===== src/rtl/rob_reader.sv =====
// Purpose : in-order tag issue and drain controller for the read side of a reorder memory.
// Latency : 1 cycle from head entry becoming memory-valid to out_valid_o.
// Backpressure: out_ready_i=0 holds the output register; the next head read waits until it frees.
//
// Ports:
//   clk, rst                 single clock, asynchronous active-high reset
//   alloc_req_i/gnt_o/tag_o  tag allocation; grant is combinational, tag is the issue pointer
//   mem_raddr_o, mem_re_o    head address and read/clear strobe to the memory
//   mem_we_i                 memory write strobe copy; a write blocks the clear this cycle
//   mem_valid_i, mem_data_i  memory valid flag and data at the head address
//   out_valid_o/data_o/ready_i  registered valid/ready output stage, tag order
//   occupancy_o              tags issued and not yet read from memory
//   err_timeout_o            sticky head-stall error
// Optional feature: define ROB_READER_TIMEOUT_EN to build the head-stall watchdog.
module rob_reader #(
    parameter int DATA_W      = 8,
    parameter int DEPTH       = 16,
    parameter int AW          = 4,
    parameter int TIMEOUT_CYC = 255
) (
    input  logic              clk,
    input  logic              rst,
    input  logic              alloc_req_i,
    output logic              alloc_gnt_o,
    output logic [AW-1:0]     alloc_tag_o,
    output logic [AW-1:0]     mem_raddr_o,
    output logic              mem_re_o,
    input  logic              mem_we_i,
    input  logic              mem_valid_i,
    input  logic [DATA_W-1:0] mem_data_i,
    output logic              out_valid_o,
    output logic [DATA_W-1:0] out_data_o,
    input  logic              out_ready_i,
    output logic [AW:0]       occupancy_o,
    output logic              err_timeout_o
);

    localparam logic [AW:0] DEPTH_C = (AW+1)'(DEPTH);

    generate
        if (DEPTH != (1 << AW) || TIMEOUT_CYC < 1) begin : g_bad_cfg
            $error("rob_reader: DEPTH must equal 2**AW and TIMEOUT_CYC must be positive");
        end
    endgenerate

    logic [AW-1:0] wp;
    logic [AW-1:0] rp;
    logic [AW:0]   count;

    // Full check uses the registered count: a retire in the same cycle
    // does not open a slot for a grant until the next cycle.
    assign alloc_gnt_o = alloc_req_i && (count < DEPTH_C);
    assign alloc_tag_o = wp;
    assign mem_raddr_o = rp;
    assign occupancy_o = count;

    // The memory gives its write port priority and drops a same-cycle clear,
    // so the read is held off while a write is in flight and retried next cycle.
    assign mem_re_o = mem_valid_i && (count != '0) && !mem_we_i &&
                      (!out_valid_o || out_ready_i);

    always_ff @(posedge clk or posedge rst) begin
        if (rst) begin
            wp          <= '0;
            rp          <= '0;
            count       <= '0;
            out_valid_o <= 1'b0;
            out_data_o  <= '0;
        end else begin
            if (alloc_gnt_o) begin
                wp <= wp + 1'b1;
            end

            case ({alloc_gnt_o, mem_re_o})
                2'b10:   count <= count + 1'b1;
                2'b01:   count <= count - 1'b1;
                default: count <= count;
            endcase

            if (mem_re_o) begin
                out_data_o  <= mem_data_i;
                out_valid_o <= 1'b1;
                rp          <= rp + 1'b1;
            end else if (out_ready_i) begin
                out_valid_o <= 1'b0;
            end
        end
    end

`ifdef ROB_READER_TIMEOUT_EN
    localparam int          TW   = (TIMEOUT_CYC < 2) ? 1 : $clog2(TIMEOUT_CYC + 1);
    localparam logic [TW-1:0] TLIM = TW'(TIMEOUT_CYC);

    logic [TW-1:0] stall_cnt;
    logic [TW-1:0] stall_nxt;
    logic          err_q;

    // Counts cycles where tags are outstanding but the head is not retired;
    // any retire restarts the count, and it parks at the limit.
    always_comb begin
        stall_nxt = stall_cnt;
        if (mem_re_o) begin
            stall_nxt = '0;
        end else if ((count != '0) && (stall_cnt != TLIM)) begin
            stall_nxt = stall_cnt + 1'b1;
        end
    end

    always_ff @(posedge clk or posedge rst) begin
        if (rst) begin
            stall_cnt <= '0;
            err_q     <= 1'b0;
        end else begin
            stall_cnt <= stall_nxt;
            if (stall_nxt == TLIM) begin
                err_q <= 1'b1;
            end
        end
    end

    assign err_timeout_o = err_q;
`else
    assign err_timeout_o = 1'b0;
`endif

endmodule


===== config.mk =====
export PLATFORM = sky130hd
export DESIGN_NAME = rob_reader
export DESIGN_NICKNAME = d
export VERILOG_FILES = /design/src/rtl/rob_reader.sv
export SDC_FILE = /design/constraint.sdc
export NUM_CORES = 1
export LEC_CHECK = 0
export CORE_ASPECT_RATIO = 1.4
export CORE_MARGIN = 2
export CORE_UTILIZATION = 50
export DETAILED_ROUTE_END_ITERATION = 10
export DONT_BUFFER_PORTS = 1
export GPL_ROUTABILITY_DRIVEN = 0
export PLACE_DENSITY_LB_ADDON = 0.25
export SLEW_MARGIN = 30
export SYNTH_ARGS = -nofsm -noshare
export SYNTH_HDL_FRONTEND = slang
export SYNTH_SLANG_ARGS = --single-unit
export TNS_END_PERCENT = 5

===== constraint.sdc =====
create_clock -name clk -period 3.8 [get_ports clk]
set_input_delay 0.38 -clock clk [delete_from_list [all_inputs] [get_ports clk]]
set_output_delay 0.38 -clock clk [all_outputs]
set_load 0.02 [all_outputs]

-- Word level (Yosys, flattened, before mapping)
Index checks and enable logic that the tools add are counted.
- input bits: 14
- register bits: 22
- word-level logic and storage cells: 25
- output and inout bits: 25
- mux-type cells: 3
- magnitude comparators: 1
- add/sub/neg operators: 4
- eq/ne operators: 2
- reduce and logical (&&, ||, !) cells: 10
- operators with widths (cell ; number):
    case mux 5 bit (2 select lines) ; 1
    adder 4 x 1 -> 4 bit, second input constant ; 2
    adder 5 x 1 -> 5 bit, second input constant ; 1
    less-than comparator 5 bit, second input constant ; 1
    nonzero test 5 bit ; 1
    subtractor 5 x 1 -> 5 bit, second input constant ; 1
    logical AND 1 bit ; 4
    nonzero test 2 bit ; 2
    == test 2 x 1 -> 1 bit, second input constant ; 1
    == test 2 bit, second input constant ; 1
    zero test 1 bit ; 2
    two-way mux 1 bit ; 2
    logical OR 1 bit ; 1

-- Depth between registers and ports, before layout
- word-level depth: 6
- depth in mapped cells: 11
- mapped depth without buffers: 10

-- Worst setup path before layout
OpenSTA, ideal clock, no wires.
- path kind: register -> register
- from: register count[1], in the netlist occupancy_o[1]
- to: register count[4], in the netlist occupancy_o[4]
- data arrival time: 2.567 ns
- data required time: 3.670 ns
- clock period less this slack: 2.697 ns
- path slack: 1.103 ns
- library setup time: 0.130 ns
- cell stages (with the launch flop): 11
- path buffers: 1
- cell sequence: dfrtp_1 -> or4_4 -> o211ai_2 -> inv_2 -> buf_6 -> ha_1 -> ha_1 -> or2_2 -> o22ai_1 -> mux2i_1 -> o21ai_1
- cells in the longest elaborated chain, start to end: 6
- elaborated cells between the ends (all ways): 12
- classes of those cells: add/sub: 2; order compare: 1; eq/ne: 2; mux: 1; reduce/logical: 6
- RTL lines (what ; line ; source):
    from (decl) ; 48 ; logic [AW:0] count;
    from (signal assigned) ; 75 ; 2'b10: count <= count + 1'b1;
    from (signal assigned) ; 76 ; 2'b01: count <= count - 1'b1;
    from (signal assigned) ; 77 ; default: count <= count;
    nonzero test 5 bit * ; 59 ; assign mem_re_o = mem_valid_i && (count != '0) && !mem_we_i &&
    logical AND 1 bit * (3 in a row) ; 59 ;
    net mem_re_o ; 27 ; output logic mem_re_o,
    == test 2 x 1 -> 1 bit or == test 2 bit (tied branches) ; 74 ; case ({alloc_gnt_o, mem_re_o})
    case mux 5 bit (2 select lines) or nonzero test 2 bit (tied branches) ; n/a ;
The timed path passes the listed nets; every way through them passes the cells marked *.
A chain may end at the register's enable or synchronous reset.

-- Worst setup path in the final report
Same ends and word-level chain as after synthesis.

==> reports/metrics.cfg <==
[outcome]
status=finished clean

[worst_setup_path]
crit_top_cell=ha_1
crit_path_end_kind=flop
rrSetupSlack_ns=0.58
critPathArrivalTime_ns=3.40
critPathBufInv=1
max_stage_delay_ns=0.59
setup.worst_path.start=occupancy_o[1]
rr_worst_depth=8
crit_path_cell_trace=or4_4, o211ai_2, inv_2, ha_1, ha_1, nor2b_1, o41ai_1, o21ai_1
timing.rr.end=occupancy_o[4]
crit_required_ns=3.98
regToRegStartpoint=occupancy_o[1]
cp_top_family=compound AO/OA/AOI/OAI gates
cp_max_fo=13
critPathKind=reg -> reg
startpoint_type=flop
crit_slowest_cell=or4_4

[clocking]
clk_path_buf_depth=2
cts_htree_levels=1
cts_buffers=3
cts_resized=0
postCtsHoldBufs=0
cts_tree=built
cts_root_buf=clkbuf_4
clock_latency_ns=0.29
clock_sinks=22
postCtsSetupBuffers=0
clk_pin_slew_worst_paths_ns=0.11

[synth]
ys.flop_type=dfrtp_1
ys_seq_elements=22
yosys.cell_count.top_type=nand2_1
avgSynthCellArea_um2=9.99
synth-seq-area-share_pct=50.1
ys_types=30
synthCells=110
async_reset_ff_share_pct=100
synth-edff-count=0
syn_nets=131
synth_top_area_cell=dfrtp_1
synth_commonest_cells=nand2_1, dfrtp_1, ha_1, inv_1, xnor2_1
yosysWarnings=0
synth_top_area_share_pct=50.1
synth.cell_area_um2=1100
synth.area.top_cells=dfrtp_1, nand2_1, ha_1, xnor2_1, xor2_1

[timing]
setup_viol=0
tightest_slew_ns=0.797
max_freq_ghz=0.310
final_max_slew_viol_count=0
finClkSkew_ns=0.000755
hold_viol=0
fin_setup_tns_ns=0
relSlewSlack_pct=46.8
rsz0062_at_grt=no
fin_crit_ns=3.22
period_share_pct=84.9

[route]
highest_layer=met4
wl_per_cell_um=14.1
vias_per_cell=5.61
drt_iter0_drc=13
met3_length_um=117
drt_pre_antenna_iters=4
met1Wirelength_um=723
met2WireLength_um=960
ant_nets=0
drc=0
routed_wl_mm=1.85
num_vias=735

[global_route]
antenna_found_initial=0
grt_pass1_wl_mm=3.14
grt_usage_pct=16.5
grt_pass1_vias=694
grt_max_degree=23
gr-total-overflow=0

[die]
io_pins=39
die_area_um2=2590
start_util_pct=51.6
row_count=20
die_w_um=43.6
core_um2=2130
die_h_um=59.5

[job]
max-cap-violations=0

[power]
p_leak_uw=0.000567
cellPowerDensity_nw_per_um2=855
p_seq_share_pct=58.9
ir_drop_uv=397
combPwrFrac_pct=30.7
clockPowerShare_pct=10.4
sw_frac_of_total_pct=46.7
p_switching_uw=446
internal_power_uw=510

[place]
port_buffers=0
dp_hpwl_mm=1.45
dp_cells=128

[cells_and_area]
finalNetCount=132
area_growth_syn_to_layout_pct=1.82
num-fill-cells=202
drive_above_1_share_pct=7.34
register_area_um2=551
diodes=0
multi_input_area_um2=484
fin_cells=131

[hold_path]
hold_path.class=in -> async

[worst max path at each step]
| stage | end | slack [ns] | depth (start not counted) |
|---|---|---|---|
| floorplan | occupancy_o[4] | 1.10 | 10 |
| global placement | occupancy_o[4] | 0.70 | 9 |
| detailed placement | occupancy_o[4] | 0.59 | 8 |
| CTS | occupancy_o[4] | 0.55 | 8 |
| global route | occupancy_o[4] | 0.31 | 8 |
| finish | occupancy_o[4] | 0.58 | 8 |
[cell type report]
| cell class | count | area share, % |
|---|---|---|
| sequential | 22 | 49.2 |
| multi-input combinational | 76 | 43.3 |
| tap | 22 | 2.46 |
| inverter | 7 | 2.35 |
| clock buffer | 3 | 2.01 |
| timing repair buffer | 1 | 0.671 |
[state kept, by name, summed over array words and instances, names as in the netlist]
signal and cells:
out_data_o 8, mem_raddr_o 4, alloc_tag_o 4, occupancy_o 5, out_valid_o 1
[routing by layer]
layer,vias up,GRT usage [%]
li1,352,-
met1,351,17.7
met2,25,26.9
met3,7,6.40
met4,0,9.96
met5,-,0
[cell usage in the layout (no fill, tap or decap), drive strengths merged]
cell / n
or2: 1
conb: 1
o211ai: 2
nor2: 2
a21oi: 1
nor2b: 3
a211o: 1
fa: 1
clkbuf: 3
buf: 1
or4: 1
xnor2: 6
nand2b: 2
nor3: 2
o41ai: 1
nand2: 32
xor2: 3
dfrtp: 22
inv: 7
mux2i: 2
ha: 6
a21o: 1
o21ai: 4
nand4: 2
mux2: 1
o22ai: 1
[logic make-up after synthesis]
logic type	Yosys count	share of synthesized area, %
AOI/OAI and AO/OA	11	6.95
xor gates and xnor gates	9	7.18
adders and majority gates	7	8.66
buffers and inverters	12	5.81
DFF	22	50.1
muxes	3	2.85
other	1	0.341
and+or+nand+nor	45	18.1
[per-stage QoR]
step	total power (µW)	worst slack (ns)	utilization [%]	hold slack (ns)	area, µm²
2_1_floorplan	795	1.10	-	0.369	1100
3_3_place_gp	854	0.699	51.5	0.469	1100
3_5_place_dp	870	0.588	51.5	0.474	1100
4_1_cts	967	0.555	52.6	0.143	1120
5_1_grt	1040	0.306	52.6	0.166	1120
6_report	956	0.575	52.6	0.110	1120
[power by group through the flow]
stage               Sequential (µW)  Clock [µW]  Combinational [µW]
detailed placement              571           0                 299
CTS                             566         102                 299
global placement                570           0                 284
finish                          564        99.0                 293
floorplan                       540           0                 254
global route                    582         114                 343
No activity file was read; power rests on OpenSTA's default activity.
